## src/rtl/uart_rx_byte_fifo_if.sv

```systemverilog
// uart_rx_byte_fifo_if
//   Byte stream between the UART receive FIFO and the command-execute stage.
//   Handshake: byte_fifo_valid=1 means byte_fifo_data holds the current head
//   byte. A byte is consumed on a clk edge where byte_fifo_rd_en=1 and
//   byte_fifo_valid=1. A rd_en seen while valid=0 is ignored. data stays stable
//   while valid=1 and no pop happens.
//   Signals:
//     byte_fifo_valid  FIFO -> consumer  head byte present
//     byte_fifo_data   FIFO -> consumer  head byte (first-word fall-through)
//     byte_fifo_rd_en  consumer -> FIFO  pop request
interface uart_rx_byte_fifo_if;
   logic       byte_fifo_valid;
   logic [7:0] byte_fifo_data;
   logic       byte_fifo_rd_en;

   modport master (output byte_fifo_valid, output byte_fifo_data, input byte_fifo_rd_en);
   modport slave  (input byte_fifo_valid, input byte_fifo_data, output byte_fifo_rd_en);
endinterface

```

## src/rtl/uart_rx_byte_fifo.sv

```systemverilog
// uart_rx_byte_fifo
//   Oversampled 8N1 UART receiver feeding a first-word-fall-through byte FIFO.
//   Ports:
//     clk         clock
//     rst         synchronous reset, active low
//     uart_rx     asynchronous serial input, idle high
//     fifo_if     byte stream to the consumer (master side)
//     fifo_count  bytes currently stored, 0..DEPTH
//     frame_err   one-cycle pulse when a stop bit is sampled low
//     overflow    sticky: a received byte was dropped on a full FIFO
//     fsm_state   current receiver state, for debug and checkers
module uart_rx_byte_fifo #(
   parameter int CLKS_PER_BIT = 868,
   parameter int DEPTH        = 16
) (
   input  logic                       clk,
   input  logic                       rst,
   input  logic                       uart_rx,
   uart_rx_byte_fifo_if.master        fifo_if,
   output logic [$clog2(DEPTH):0]     fifo_count,
   output logic                       frame_err,
   output logic                       overflow,
   output logic [2:0]                 fsm_state
);

   localparam int CNT_W = $clog2(CLKS_PER_BIT);
   localparam int PTR_W = $clog2(DEPTH);
   localparam int CNT_F = PTR_W + 1;

   localparam logic [CNT_W-1:0] BIT_LAST  = CNT_W'(CLKS_PER_BIT - 1);
   localparam logic [CNT_W-1:0] HALF_LAST = CNT_W'(CLKS_PER_BIT / 2 - 1);
   localparam logic [CNT_F-1:0] DEPTH_C   = CNT_F'(DEPTH);

   typedef enum logic [2:0] {
      IDLE     = 3'd0,
      START    = 3'd1,
      DATA     = 3'd2,
      STOP     = 3'd3,
      BRK_WAIT = 3'd4
   } state_t;

   // Receiver registers
   logic             rx_meta, rx_s;
   state_t           state, state_nxt;
   logic [CNT_W-1:0] clk_cnt, clk_cnt_nxt;
   logic [2:0]       bit_idx, bit_idx_nxt;
   logic [7:0]       shreg, shreg_nxt;
   logic             push, frame_err_nxt;

   // FIFO registers
   logic [7:0]       mem [DEPTH];
   logic [PTR_W-1:0] rd_ptr, wr_ptr;
   logic [CNT_F-1:0] count;
   logic             pop, push_ok;

   // Two-flop synchronizer; resets to the idle (high) line level.
   always_ff @(posedge clk) begin
      if (!rst) begin
         rx_meta <= 1'b1;
         rx_s    <= 1'b1;
      end else begin
         rx_meta <= uart_rx;
         rx_s    <= rx_meta;
      end
   end

   always_ff @(posedge clk) begin
      if (!rst) begin
         state     <= IDLE;
         clk_cnt   <= '0;
         bit_idx   <= '0;
         shreg     <= '0;
         frame_err <= 1'b0;
      end else begin
         state     <= state_nxt;
         clk_cnt   <= clk_cnt_nxt;
         bit_idx   <= bit_idx_nxt;
         shreg     <= shreg_nxt;
         frame_err <= frame_err_nxt;
      end
   end

   always_comb begin
      state_nxt     = state;
      clk_cnt_nxt   = clk_cnt + 1'b1;
      bit_idx_nxt   = bit_idx;
      shreg_nxt     = shreg;
      push          = 1'b0;
      frame_err_nxt = 1'b0;
      case (state)
         IDLE: begin
            clk_cnt_nxt = '0;
            if (!rx_s) state_nxt = START;
         end
         START: begin
            // Mid start bit: a high line here was a glitch, drop it silently.
            if (clk_cnt == HALF_LAST) begin
               clk_cnt_nxt = '0;
               bit_idx_nxt = '0;
               state_nxt   = rx_s ? IDLE : DATA;
            end
         end
         DATA: begin
            if (clk_cnt == BIT_LAST) begin
               clk_cnt_nxt = '0;
               shreg_nxt   = {rx_s, shreg[7:1]};
               if (bit_idx == 3'd7) state_nxt = STOP;
               else                 bit_idx_nxt = bit_idx + 1'b1;
            end
         end
         STOP: begin
            if (clk_cnt == BIT_LAST) begin
               clk_cnt_nxt = '0;
               if (rx_s) begin
                  push      = 1'b1;
                  state_nxt = IDLE;
               end else begin
                  frame_err_nxt = 1'b1;
                  state_nxt     = BRK_WAIT;
               end
            end
         end
         BRK_WAIT: begin
            // Hold off until the line returns high so a break yields no frames.
            clk_cnt_nxt = '0;
            if (rx_s) state_nxt = IDLE;
         end
         default: begin
            clk_cnt_nxt = '0;
            state_nxt   = IDLE;
         end
      endcase
   end

   // FIFO: a push into a full FIFO is still taken when a pop frees a slot
   // on the same edge.
   assign pop     = fifo_if.byte_fifo_rd_en & fifo_if.byte_fifo_valid;
   assign push_ok = push & ((count < DEPTH_C) | pop);

   always_ff @(posedge clk) begin
      if (!rst) begin
         rd_ptr   <= '0;
         wr_ptr   <= '0;
         count    <= '0;
         overflow <= 1'b0;
         for (int i = 0; i < DEPTH; i++) mem[i] <= '0;
      end else begin
         if (push_ok) begin
            mem[wr_ptr] <= shreg;
            wr_ptr      <= wr_ptr + 1'b1;
         end
         if (pop) rd_ptr <= rd_ptr + 1'b1;
         if (push_ok && !pop)      count <= count + 1'b1;
         else if (pop && !push_ok) count <= count - 1'b1;
         if (push && !push_ok) overflow <= 1'b1;
      end
   end

   assign fifo_if.byte_fifo_valid = (count != '0);
   assign fifo_if.byte_fifo_data  = mem[rd_ptr];
   assign fifo_count              = count;
   assign fsm_state               = state;

endmodule

```

## src/flat_wrapper.sv

```systemverilog
// flat-port wrapper written by rule: the top's interface ports become plain ports
module uart_rx_byte_fifo_flat 
#(
   parameter int CLKS_PER_BIT = 868,
   parameter int DEPTH        = 16
)
  (clk, rst, uart_rx, fifo_count, frame_err, overflow, fsm_state, fifo_if_byte_fifo_valid, fifo_if_byte_fifo_data, fifo_if_byte_fifo_rd_en);
  uart_rx_byte_fifo_if fifo_if_i ();
  input  logic clk;
  input  logic rst;
  input  logic uart_rx;
  output logic [$clog2(DEPTH):0] fifo_count;
  output logic frame_err;
  output logic overflow;
  output logic [2:0] fsm_state;
  output wire logic [$bits(fifo_if_i.byte_fifo_valid)-1:0] fifo_if_byte_fifo_valid;
  output wire logic [$bits(fifo_if_i.byte_fifo_data)-1:0] fifo_if_byte_fifo_data;
  input wire logic [$bits(fifo_if_i.byte_fifo_rd_en)-1:0] fifo_if_byte_fifo_rd_en;
  assign fifo_if_byte_fifo_valid = fifo_if_i.byte_fifo_valid;
  assign fifo_if_byte_fifo_data = fifo_if_i.byte_fifo_data;
  assign fifo_if_i.byte_fifo_rd_en = fifo_if_byte_fifo_rd_en;
  uart_rx_byte_fifo #(.CLKS_PER_BIT(CLKS_PER_BIT), .DEPTH(DEPTH)) u_core (.clk(clk), .rst(rst), .uart_rx(uart_rx), .fifo_if(fifo_if_i), .fifo_count(fifo_count), .frame_err(frame_err), .overflow(overflow), .fsm_state(fsm_state));
endmodule
```

## config.mk

```make
export PLATFORM = sky130hd
export DESIGN_NAME = uart_rx_byte_fifo_flat
export DESIGN_NICKNAME = d
export VERILOG_FILES = /design/src/rtl/uart_rx_byte_fifo_if.sv /design/src/rtl/uart_rx_byte_fifo.sv /design/src/flat_wrapper.sv
export SDC_FILE = /design/constraint.sdc
export NUM_CORES = 1
export LEC_CHECK = 0
export ABC_AREA = 1
export CAP_MARGIN = 20
export CORE_AREA = 2 2 131 133
export DETAILED_ROUTE_END_ITERATION = 8
export DIE_AREA = 0 0 133 135
export GPL_TIMING_DRIVEN = 0
export PLACE_DENSITY = 0.74
export SETUP_SLACK_MARGIN = 0.02
export SYNTH_ARGS = -nofsm -noshare
export SYNTH_HDL_FRONTEND = slang
export SYNTH_SLANG_ARGS = --single-unit
```

## constraint.sdc

```tcl
create_clock -name clk -period 2.9 [get_ports clk]
set_input_delay 0.725 -clock clk [delete_from_list [all_inputs] [get_ports clk]]
set_output_delay 0.725 -clock clk [all_outputs]
set_load 0.02 [all_outputs]
```

==> impl_summary.log, run 1 <==
[metrics] I/O pins: 23
[metrics] cells after synthesis: 875
[metrics] final estimated routing congestion in global placement: 0.9337
[metrics] max cap viols: 0
[metrics] later-pin clock latency in the skew report: 0.43 ns
[metrics] distinct cell type count after synthesis: 35
[metrics] cell-by-cell trace of the critical path: buf_6, buf_6, buf_6, nand2_1, o211ai_1, nand3_1, nand3_1, nand2_1, clkdlybuf4s15_2
[metrics] peak supply drop: just under 0.5 mV
[metrics] total half-perimeter wirelength after legalization and detailed placement: 13760 µm
[metrics] most used flip-flop cell after synthesis: sky130_fd_sc_hd__edfxtp_1
[metrics] class of the worst hold path: flop to flop
[metrics] via count: approximately 6300
[metrics] placeable core region: roughly 0.016 mm²
[metrics] slowest stage cell, crit path: sky130_fd_sc_hd__dfxtp_1
[metrics] peak fanout along the critical path: 10
[metrics] flops & latches, synth: 173
[metrics] final number of max-transition violations: 0
[metrics] TritonCTS clock tree: done
[metrics] average wire per standard cell: 17.12 µm
[metrics] clock buffer count from CTS: 17
[metrics] crit path DAT: 2.07 ns
[metrics] final global-route overflow total: 0
[metrics] Die Footprint: 0.01796 mm²
[metrics] part of the cycle the worst path needs: between 90% and 100%
[metrics] EDFF count, synth: approximately 130
[metrics] launching element type of the critical path: flop
[metrics] post-synthesis sequential area ratio: a little under three fifths
[metrics] ant diodes: 0
[metrics] biggest cell delay along the critical path: 0.36 ns
[metrics] critical register-to-register path startpoint: u_core.clk_cnt[0]$_SDFF_PN0_
[metrics] standby leakage power: 3.457 nW
[metrics] instance area at placement: 0.008757 mm²
[metrics] kind of end point of the critical path: output pin
[metrics] cell at the root of the clock tree: sky130_fd_sc_hd__clkbuf_16
[metrics] crit path buf inv count: 4
[metrics] gate family responsible for the most delay along the worst path: buffers and inverters
[metrics] pre-CTS setup slack: -0.2873 ns
[metrics] NumNets Final: 932
[metrics] Non-Filler Cell Area, Final: 0.009364 mm²
[metrics] total clock sinks: 173
[metrics] hold_buf cts: 0
[metrics] most numerous cell on the critical path: sky130_fd_sc_hd__buf_6
[metrics] Pwr Density: 787.7 mW/mm²
[metrics] Vias per Instance: 5.456
[metrics] number of cells after detailed placement: 1116
[metrics] Net Count, Synth: 893
[metrics] transition time at the pin with the least slew margin: 0.8329 ns
[metrics] first-pass GRT wire length: 30950 µm
[metrics] buffers added on ports: 21
[metrics] final non-filler cell total: 1147
[metrics] vertical extent of the die: 135 µm
[metrics] outcome: complete, no violations
[metrics] number of levels in the clock H-tree: 4
[metrics] commonest non-fill, non-tap cell in the layout: sky130_fd_sc_hd__nor2_1
[metrics] maximum number of pins on one net before global-route repair: 17
[metrics] die outline width: between 100 and 150 µm
[metrics] antenna violations before repair: 0
[metrics] WHS: 0.4144 ns
[metrics] count of standard-cell rows: 47
[metrics] RSZ-0062 raised after global routing: false
[metrics] YS warnings: 0
[metrics] via count of the first global-routing pass: 5840
[metrics] Setup-failing EPs final: 0
[metrics] initial standard-cell utilization of the core: 50.42%
[metrics] FFs w/ async S/R, synth: 0%
[metrics] Post-Syn Area: 0.008272 mm²
[metrics] Antenna Violating Nets Remaining: 0
[metrics] Max clock buf depth: 2
[metrics] Starting DRT DRC Count: 613
[metrics] commonest cells after routing, fill and taps aside: sky130_fd_sc_hd__nor2_1 (176), sky130_fd_sc_hd__edfxtp_1 (128), sky130_fd_sc_hd__inv_1 (102)
[metrics] start point of the worst min-delay path: u_core.rx_meta$_SDFF_PN1_
[metrics] critical path type: flop to output pin
[metrics] worst slew slack as a fraction of its limit: 44.47%
[metrics] required time of the critical path: 2.17 ns
[metrics] All-Layer GR Usage: 22.84%
[metrics] length of the first detailed-routing pass in iterations: 5
[metrics] Final Worst Setup Slack: 0.1029 ns
[metrics] WL final: 19630 µm
[metrics] count of final hold-check violations: 0
[metrics] clock skew after layout: 0.006244 ns
[metrics] syn_area_per_cell: 9.453 µm²
[metrics] number of remaining DRC errors: 0
[metrics] area growth from synthesis to final layout: 13.21%
[metrics] share of final-layout standard cells stronger than drive strength 1: between 9 and 10%
[metrics] highest clock frequency the design can meet: 357.5 MHz
[metrics] clock period minus final worst setup slack: 2.797 ns
[metrics] Worst-path clk slew: 0.06 ns
-- stage by stage --
step / power [mW] / utilization [%] / TNS, ns
global route: 7.702 / 57.07 / 0
detailed placement: 5.142 / 53.37 / -2.740
CTS: 7.355 / 57.05 / 0
floorplan: 4.362 / - / 0
finish: 7.376 / 57.07 / 0
global placement: 5.126 / 53.37 / -2.863
-- report_power, final --
part           internal, mW  switching (mW)  total [mW]
Sequential             2.82           0.136        2.96
Combinational         0.774            1.43        2.20
Clock                  1.33           0.881        2.21
-- final cells by class --
cell class,count,area [µm²]
flip-flops and latches,173,4747
inverters,111,416.7
fillers,1357,7043
plain buffers,42,236.5
repair buffers,22,209.0
clock inverters,11,123.9
multi-input cells,547,2915
well taps,220,275.3
clock buffers,21,440.4
-- per-layer routing --
metal / GRT usage, % / part of all wire (%) / vias to the layer above
li1: - / - / 3003
met1: 30.39 / 42 / 2942
met2: 37.59 / 48 / 267
met3: 3.979 / 7.8 / 46
met4: 8.901 / 2.5 / 0
met5: 0 / 0 / -
-- flip-flops by register name, indices dropped and copies added, names as in the netlist, 3 cells and up, named ones only --
name / flops
u_core.rd_ptr: 4
u_core.shreg: 8
u_core.fifo_count: 5
u_core.bit_idx: 3
u_core.clk_cnt: 10
u_core.wr_ptr: 4
u_core.fsm_state: 3
u_core.mem: 128
-- synth_stat cells, types with 8 or more instances --
cell type	n	area share, %
sky130_fd_sc_hd__nor2_1	176	8.0
sky130_fd_sc_hd__edfxtp_1	128	46
sky130_fd_sc_hd__inv_1	102	4.6
sky130_fd_sc_hd__nand2_1	97	4.4
sky130_fd_sc_hd__nand3_1	66	4.0
sky130_fd_sc_hd__a21oi_1	50	3.0
sky130_fd_sc_hd__o21ai_0	49	3.0
sky130_fd_sc_hd__dfxtp_1	45	11
sky130_fd_sc_hd__o211ai_1	33	3.0
sky130_fd_sc_hd__clkbuf_1	31	1.4
sky130_fd_sc_hd__ha_1	13	2.0
sky130_fd_sc_hd__nand4_4	9	2.3
sky130_fd_sc_hd__nor2_2	9	0.68
sky130_fd_sc_hd__clkinv_1	8	0.36
sky130_fd_sc_hd__xor2_1	8	0.85
-- timing repair --
action                     in CTS  in global routing
setup buffers                   0                  1
pin swaps                       0                  1
gates resized for setup        43                 11
setup endpoints to repair       8                 10
-- cell families (layout without fill, tap and decap cells) --
| logic type | Yosys count | count (layout) | synth area share [%] |
|---|---|---|---|
| AO/OA/AOI/OAI | 134 | 134 | 9.167 |
| XOR/XNOR | 11 | 11 | 1.165 |
| adder cells (fa/ha/maj) | 14 | 14 | 2.208 |
| buffers and inverters | 155 | 207 | 7.397 |
| flip-flops | 173 | 173 | 57.36 |
| AND/OR/NAND/NOR | 388 | 388 | 22.70 |
-- worst register-to-register path, delay by kind of cell, from the launching register on --
| family | cells | cell delay [ns] |
|---|---|---|
| adder cells (fa/ha/maj) | 3 | 0.79 |
| flip-flops | 1 | 0.37 |
| AO/OA/AOI/OAI | 2 | 0.24 |
| buffers and inverters | 3 | 0.41 |
| AND/OR/NAND/NOR | 8 | 0.67 |
-- path summary, 6_finish.rpt --
kind	end	slack, ns	cells past startpoint
min	u_core.rx_s$_SDFF_PN1_	0.41	1
min reg2reg	u_core.rx_s$_SDFF_PN1_	0.41	1
max reg2reg	u_core.fifo_count[4]$_SDFFE_PN0P_	0.31	16
max	fifo_if_byte_fifo_data[4]	0.10	9
Note: power is estimated with default switching activity, not from simulation.
==> run 2: changes to the inputs <==
--- a/config.mk
+++ b/config.mk
@@ -7,9 +7,9 @@
 export LEC_CHECK = 0
 export ABC_AREA = 1
 export CAP_MARGIN = 20
-export CORE_AREA = 2 2 131 133
+export CORE_AREA = 3 3 147 120
 export DETAILED_ROUTE_END_ITERATION = 8
-export DIE_AREA = 0 0 133 135
+export DIE_AREA = 0 0 150 123
 export GPL_TIMING_DRIVEN = 0
 export PLACE_DENSITY = 0.74
 export SETUP_SLACK_MARGIN = 0.02
==> run 2 against run 1 <==
Critical path depth is 1 lower. Final area is 0.45% lower. Hold slack worse by 0.0018 ns. Cell count hardly changed. Critical endpoint is now fifo_if_byte_fifo_data[7]. Clock power is 7% lower. Maximum frequency is 1.9% higher. Combinational power is 2% higher.
==> impl_summary.log, run 2 (synthesized netlist as in run 1, its figures left out) <==
[metrics] area growth from synthesis to final layout: 12.69%
[metrics] Setup-failing EPs final: 0
[metrics] kind of end point of the critical path: output pin
[metrics] endpoint with the worst hold slack: u_core.rx_s$_SDFF_PN1_
[metrics] peak fanout along the critical path: 10
[metrics] later-pin clock latency in the skew report: 0.44 ns
[metrics] ant diodes: 0
[metrics] highest clock frequency the design can meet: approximately 360 MHz
[metrics] biggest cell delay along the critical path: 0.33 ns
[metrics] via count: 6273
[metrics] pre-CTS setup slack: -0.2980 ns
[metrics] commonest cells after routing, fill and taps aside: sky130_fd_sc_hd__nor2_1 (176), sky130_fd_sc_hd__edfxtp_1 (128), sky130_fd_sc_hd__inv_1 (102)
[metrics] sequential group share of total power: 40.8%
[metrics] cell depth of the worst hold path: 1
[metrics] largest registers: u_core.mem: 128 flops, u_core.clk_cnt: 10 flops, u_core.shreg: 8 flops
[metrics] Vias per Instance: 5.464
[metrics] part of the power in the clock network: 28.3%
[metrics] instance area at placement: 0.008757 mm²
[metrics] first-pass GRT wire length: 31380 µm
[metrics] number of levels in the clock H-tree: 4
[metrics] NumNets Final: 934
[metrics] commonest non-fill, non-tap cell in the layout: sky130_fd_sc_hd__nor2_1
[metrics] internal power contribution: 4.670 mW
[metrics] vertical extent of the die: 123 µm
[metrics] final non-filler cell total: 1148
[metrics] All-Layer GR Usage: 22.86%
[metrics] critical path type: flop to output pin
[metrics] total half-perimeter wirelength after legalization and detailed placement: ~14000 µm
[metrics] peak supply drop: 0.5547 mV
[metrics] Worst-path clk slew: around 0.060 ns
[metrics] clock skew after layout: approximately 0.011 ns
[metrics] reg-to-reg endpoint: u_core.fifo_count[4]$_SDFFE_PN0P_
[metrics] cell at the root of the clock tree: sky130_fd_sc_hd__clkbuf_16
[metrics] placeable core region: 0.01640 mm²
[metrics] Final Worst Setup Slack: 0.1542 ns
[metrics] required time of the critical path: 2.17 ns
[metrics] class of the worst hold path: flop to flop
[metrics] worst slew slack as a fraction of its limit: 44.76%
[metrics] Gate power share: 30.9%
[metrics] slowest stage cell, crit path: sky130_fd_sc_hd__dfxtp_1
[metrics] R2R cell count: 16
[metrics] Max clock buf depth: 2
[metrics] TritonCTS clock tree: done
[metrics] antenna violations before repair: 0
[metrics] final number of max-transition violations: 0
[metrics] final standard cell utilization of the core: a little under three fifths
[metrics] part of the cycle the worst path needs: between 90% and 100%
[metrics] share of final-layout standard cells stronger than drive strength 1: 11.31%
[metrics] maximum number of pins on one net before global-route repair: 17
[metrics] die outline width: 150 µm
[metrics] count of final hold-check violations: 0
[metrics] overall power of the completed layout: 7.283 mW
[metrics] Non-Filler Cell Area, Final: 0.009321 mm²
[metrics] crit path DAT: 2.02 ns
[metrics] standby leakage power: 3.441 nW
[metrics] length of the first detailed-routing pass in iterations: 6
[metrics] clock period minus final worst setup slack: 2.746 ns
[metrics] total clock sinks: 173
[metrics] switching share of power: 35.88%
[metrics] via count of the first global-routing pass: about 5800
[metrics] WL final: 20310 µm
[metrics] Pwr Density: between 700 and 800 mW/mm²
[metrics] transition time at the pin with the least slew margin: 0.8286 ns
[metrics] Reg with most FFs: u_core.mem
[metrics] average wire per standard cell: roughly 18 µm
[metrics] max cap viols: 0
[metrics] Antenna Violating Nets Remaining: 0
[metrics] number of cells after detailed placement: 1116
[metrics] critical register-to-register path startpoint: u_core.clk_cnt[1]$_SDFF_PN0_
[metrics] initial standard-cell utilization of the core: 50.45%
[metrics] count of standard-cell rows: 42
[metrics] final estimated routing congestion in global placement: 0.9698
[metrics] launching element type of the critical path: flop
[metrics] number of remaining DRC errors: 0
[metrics] outcome: complete, no violations
[metrics] number of flip-flops under the largest register name: 128
[metrics] RSZ-0062 raised after global routing: false
[metrics] R2R Setup Slk: 0.27 ns
[metrics] crit path buf inv count: 4
[metrics] clock buffer count from CTS: 17
[metrics] Die Footprint: approximately 0.018 mm²
[metrics] I/O pins: 23
[metrics] cell-by-cell trace of the critical path: clkbuf_4, buf_4, buf_4, o21ai_0, nand3_1, nand3_1, nand2_1, clkbuf_2
[metrics] Starting DRT DRC Count: 569
[metrics] gate family responsible for the most delay along the worst path: buffers and inverters
[metrics] start point of the worst min-delay path: u_core.rx_meta$_SDFF_PN1_
[metrics] count of filler cells inserted in the layout: approximately 1400
[metrics] hold_buf cts: 0
[metrics] final global-route overflow total: 0
[metrics] total net switching power: 2.613 mW
[metrics] buffers added on ports: 21
[run 2: worst max-delay path by stage]
stage | startpoint | end | depth (start not counted)
final | flop | fifo_if_byte_fifo_data[7] | 8
after global routing | u_core.clk_cnt[1]$_SDFF_PN0_ | u_core.fifo_count[4]$_SDFFE_PN0P_ | 16
after CTS | flop | fifo_if_byte_fifo_data[0] | 8
after detailed placement | fifo_if_byte_fifo_rd_en | u_core.fifo_count[4]$_SDFFE_PN0P_ | 14
after global placement | fifo_if_byte_fifo_rd_en | u_core.fifo_count[3]$_SDFFE_PN0P_ | 13
after floorplan | u_core.fsm_state[0]$_SDFFE_PN0P_ | u_core.fifo_count[4]$_SDFFE_PN0P_ | 16
[run 2: power by group through the flow]
stage	Sequential, mW	Combinational, mW	Clock, mW
after floorplan	3.02	1.34	0
after global placement	2.98	2.18	0
after detailed placement	2.99	2.20	0
after CTS	2.96	2.18	2.08
after global routing	2.99	2.42	2.19
final	2.97	2.25	2.06
[run 2: metal layers]
metal / vias up / track usage, % / part of all wire (%)
met5: - / 0 / 0
met1: 2903 / 31.90 / 43
met3: 40 / 7.732 / 11
met2: 319 / 34.21 / 44
met4: 0 / 6.686 / 1.7
li1: 3011 / - / -
[run 2: final cells by class]
type / count / area (µm²) / area share (%)
Buffer: 42 / 227.7 / 2.443
Clock buffer: 19 / 432.9 / 4.644
Clock inverter: 12 / 90.09 / 0.9664
Inverter: 111 / 416.7 / 4.470
Multi-Input combinational cell: 547 / 2939 / 31.53
Sequential cell: 173 / 4747 / 50.93
Tap cell: 220 / 275.3 / 2.953
Timing Repair Buffer: 24 / 192.7 / 2.067
[run 2: through the flow]
stage	TNS [ns]	hold WS, ns
final	0	0.4127
after CTS	0	0.4161
after floorplan	0	0.3925
after detailed placement	-1.810	0.4002
after global routing	0	0.4370
after global placement	-1.527	0.4014
[run 2: what timing repair did]
| action | in CTS | in global routing |
|---|---|---|
| endpoints found under the setup margin | 8 | 11 |
| buffers inserted | 0 | 3 |
| resized for setup | 34 | 33 |
| pin swaps | 0 | 1 |
==> run 3: changes to the inputs <==
--- a/config.mk
+++ b/config.mk
@@ -7,11 +7,11 @@
 export LEC_CHECK = 0
 export ABC_AREA = 1
 export CAP_MARGIN = 20
-export CORE_AREA = 3 3 147 120
+export CORE_AREA = 3 3 190 155
 export DETAILED_ROUTE_END_ITERATION = 8
-export DIE_AREA = 0 0 150 123
+export DIE_AREA = 0 0 193 158
 export GPL_TIMING_DRIVEN = 0
-export PLACE_DENSITY = 0.74
+export PLACE_DENSITY = 0.51
 export SETUP_SLACK_MARGIN = 0.02
 export SYNTH_ARGS = -nofsm -noshare
 export SYNTH_HDL_FRONTEND = slang
==> run 3 against run 2 <==
Final area increased by 3.3%. Non-clock buffer count decreased by 1. Critical path depth decreased by 2. Sequential share of layout area decreased by 1.6 points. Highest routed layer unchanged.
==> impl_summary.log, run 3 (synthesized netlist as in run 1, its figures left out) <==
[metrics] Antenna Violating Nets Remaining: 0
[metrics] highest clock frequency the design can meet: 347.4 MHz
[metrics] Final Worst Setup Slack: 0.02188 ns
[metrics] first-pass GRT wire length: 35430 µm
[metrics] area growth from synthesis to final layout: 16.40%
[metrics] placeable core region: around 0.027 mm²
[metrics] gate family responsible for the most delay along the worst path: compound AO/OA/AOI/OAI gates
[metrics] Starting DRT DRC Count: about 600
[metrics] transition time at the pin with the least slew margin: roughly 0.89 ns
[metrics] kind of end point of the critical path: output pin
[metrics] Setup TNS Final: 0 ns
[metrics] class of the worst hold path: flop to flop
[metrics] die outline width: 193 µm
[metrics] part of the cycle the worst path needs: 99.25%
[metrics] pre-CTS setup slack: -0.3921 ns
[metrics] Pwr Density: 793.4 mW/mm²
[metrics] total net switching power: 2.722 mW
[metrics] hold_buf cts: 0
[metrics] total clock sinks: 173
[metrics] most numerous cell on the critical path: sky130_fd_sc_hd__nand3_1
[metrics] number of remaining DRC errors: 0
[metrics] cell at the root of the clock tree: sky130_fd_sc_hd__clkbuf_16
[metrics] required time of the critical path: 2.17 ns
[metrics] Vias per Instance: 4.843
[metrics] launching element type of the critical path: flop
[metrics] count of standard-cell rows: 54
[metrics] peak supply drop: 0.5257 mV
[metrics] total half-perimeter wirelength after legalization and detailed placement: 16370 µm
[metrics] Worst-path clk slew: 0.07 ns
[metrics] peak fanout along the critical path: 10
[metrics] final global-route overflow total: 0
[metrics] commonest non-fill, non-tap cell in the layout: sky130_fd_sc_hd__nor2_1
[metrics] standby leakage power: 3.487 nW
[metrics] average wire per standard cell: 18.00 µm
[metrics] length of the first detailed-routing pass in iterations: 5
[metrics] commonest cells after routing, fill and taps aside: sky130_fd_sc_hd__nor2_1 (176), sky130_fd_sc_hd__edfxtp_1 (128), sky130_fd_sc_hd__inv_1 (102)
[metrics] max cap viols: 0
[metrics] internal power contribution: 4.917 mW
[metrics] part of the power in the clock network: 30.6%
[metrics] antenna violations before repair: 0
[metrics] later-pin clock latency in the skew report: about 0.45 ns
[metrics] biggest cell delay along the critical path: 0.55 ns
[metrics] vertical extent of the die: around 160 µm
[metrics] clock skew after layout: approximately 0.011 ns
[metrics] I/O pins: 23
[metrics] via count: about 6300
[metrics] switching share of power: 35.63%
[metrics] buffers added on ports: 21
[metrics] WL final: 23250 µm
[metrics] clock period minus final worst setup slack: 2.878 ns
[metrics] Setup-failing EPs final: 0
[metrics] number of flip-flops under the largest register name: 128
[metrics] sequential group share of total power: 38.8%
[metrics] TritonCTS clock tree: done
[metrics] cell-by-cell trace of the critical path: clkbuf_1, o21ai_0, nand3_1, nand3_1, nand2_1, clkdlybuf4s15_2
[metrics] share of final-layout standard cells stronger than drive strength 1: 11.85%
[metrics] crit path buf inv count: 2
[metrics] Gate power share: 30.6%
[metrics] clock buffer count from CTS: 17
[metrics] Max clock buf depth: 2
[metrics] overall power of the completed layout: 7.638 mW
[metrics] ant diodes: 0
[metrics] via count of the first global-routing pass: 5933
[metrics] largest registers: u_core.mem: 128 flops, u_core.clk_cnt: 10 flops, u_core.shreg: 8 flops
[metrics] initial standard-cell utilization of the core: 30.15%
[metrics] slowest stage cell, crit path: sky130_fd_sc_hd__o21ai_0
[metrics] crit path DAT: between 2 and 2.5 ns
[metrics] WHS: between 0.4 and 0.5 ns
[metrics] Die Footprint: 0.03049 mm²
[metrics] outcome: complete, no violations
[metrics] final estimated routing congestion in global placement: 0.9092
[metrics] count of final hold-check violations: 0
[metrics] maximum number of pins on one net before global-route repair: 17
[metrics] RSZ-0062 raised after global routing: true
[metrics] number of levels in the clock H-tree: 4
[metrics] final standard cell utilization of the core: 35.10%
[metrics] NumNets Final: slightly above 900
[metrics] Reg with most FFs: u_core.mem
[metrics] critical path type: flop to output pin
[metrics] final number of max-transition violations: 0
[metrics] All-Layer GR Usage: 15.83%
[metrics] worst slew slack as a fraction of its limit: 40.22%
## run 3: cell types whose count changed in the layout (fill, tap and decap cells not counted), moves of 3 or more
| cell | change |
|---|---|
| sky130_fd_sc_hd__a21oi_2 | +4 |
| sky130_fd_sc_hd__clkbuf_2 | -11 |
| sky130_fd_sc_hd__o21ai_1 | -7 |
| sky130_fd_sc_hd__buf_4 | -3 |
| sky130_fd_sc_hd__a21oi_1 | -5 |
| sky130_fd_sc_hd__o21ai_0 | +6 |
| sky130_fd_sc_hd__buf_2 | +5 |
| sky130_fd_sc_hd__clkdlybuf4s15_2 | +5 |
## run 3: path summary, 6_finish.rpt
kind / start / endpoint / slack [ns] / depth (start not counted)
worst max register to register: u_core.clk_cnt[0]$_SDFF_PN0_ / u_core.fifo_count[4]$_SDFFE_PN0P_ / 0.26 / 16
worst max-delay path: flop / fifo_if_byte_fifo_data[3] / 0.02 / 6
worst min register to register: u_core.rx_meta$_SDFF_PN1_ / u_core.rx_s$_SDFF_PN1_ / 0.42 / 1
worst min-delay path: u_core.rx_meta$_SDFF_PN1_ / u_core.rx_s$_SDFF_PN1_ / 0.42 / 1
## run 3: routing by layer
| metal | GRT usage (%) | vias to the layer above | share of wire [%] |
|---|---|---|---|
| met5 | 0 | - | 0 |
| met4 | 4.785 | 0 | 1.7 |
| met3 | 4.029 | 28 | 7.7 |
| met2 | 22.48 | 219 | 42 |
| met1 | 23.58 | 2992 | 49 |
| li1 | - | 3018 | - |
## run 3: stage by stage
step	cells	area [µm²]
after global placement	1260	8937
after global routing	1292	9628
final	1292	9628
after floorplan	875	8272
after CTS	1290	9564
after detailed placement	1260	8937
## run 3: repair_timing
action	CTS	global route
pin swaps	3	6
setup buffers	0	2
endpoints found under the setup margin	8	10
gates resized for setup	52	30
## run 3: final cells by class
cell class | count | area [µm²]
well taps | 364 | 455.4
inverters | 111 | 416.7
multi-input cells | 547 | 2954
clock buffers | 17 | 425.4
repair buffers | 23 | 216.5
flip-flops and latches | 173 | 4748
plain buffers | 42 | 249.0
clock inverters | 15 | 162.7
fillers | 2861 | 17800
## run 3: power by group through the flow
stage                     sequential, mW  combinational (mW)  clock [mW]
after CTS                           2.96                2.25        2.37
after global placement              2.98                2.25           0
after detailed placement            2.98                2.25           0
after global routing                2.99                2.55        2.46
after floorplan                     3.02                1.34           0
final                               2.96                2.34        2.33
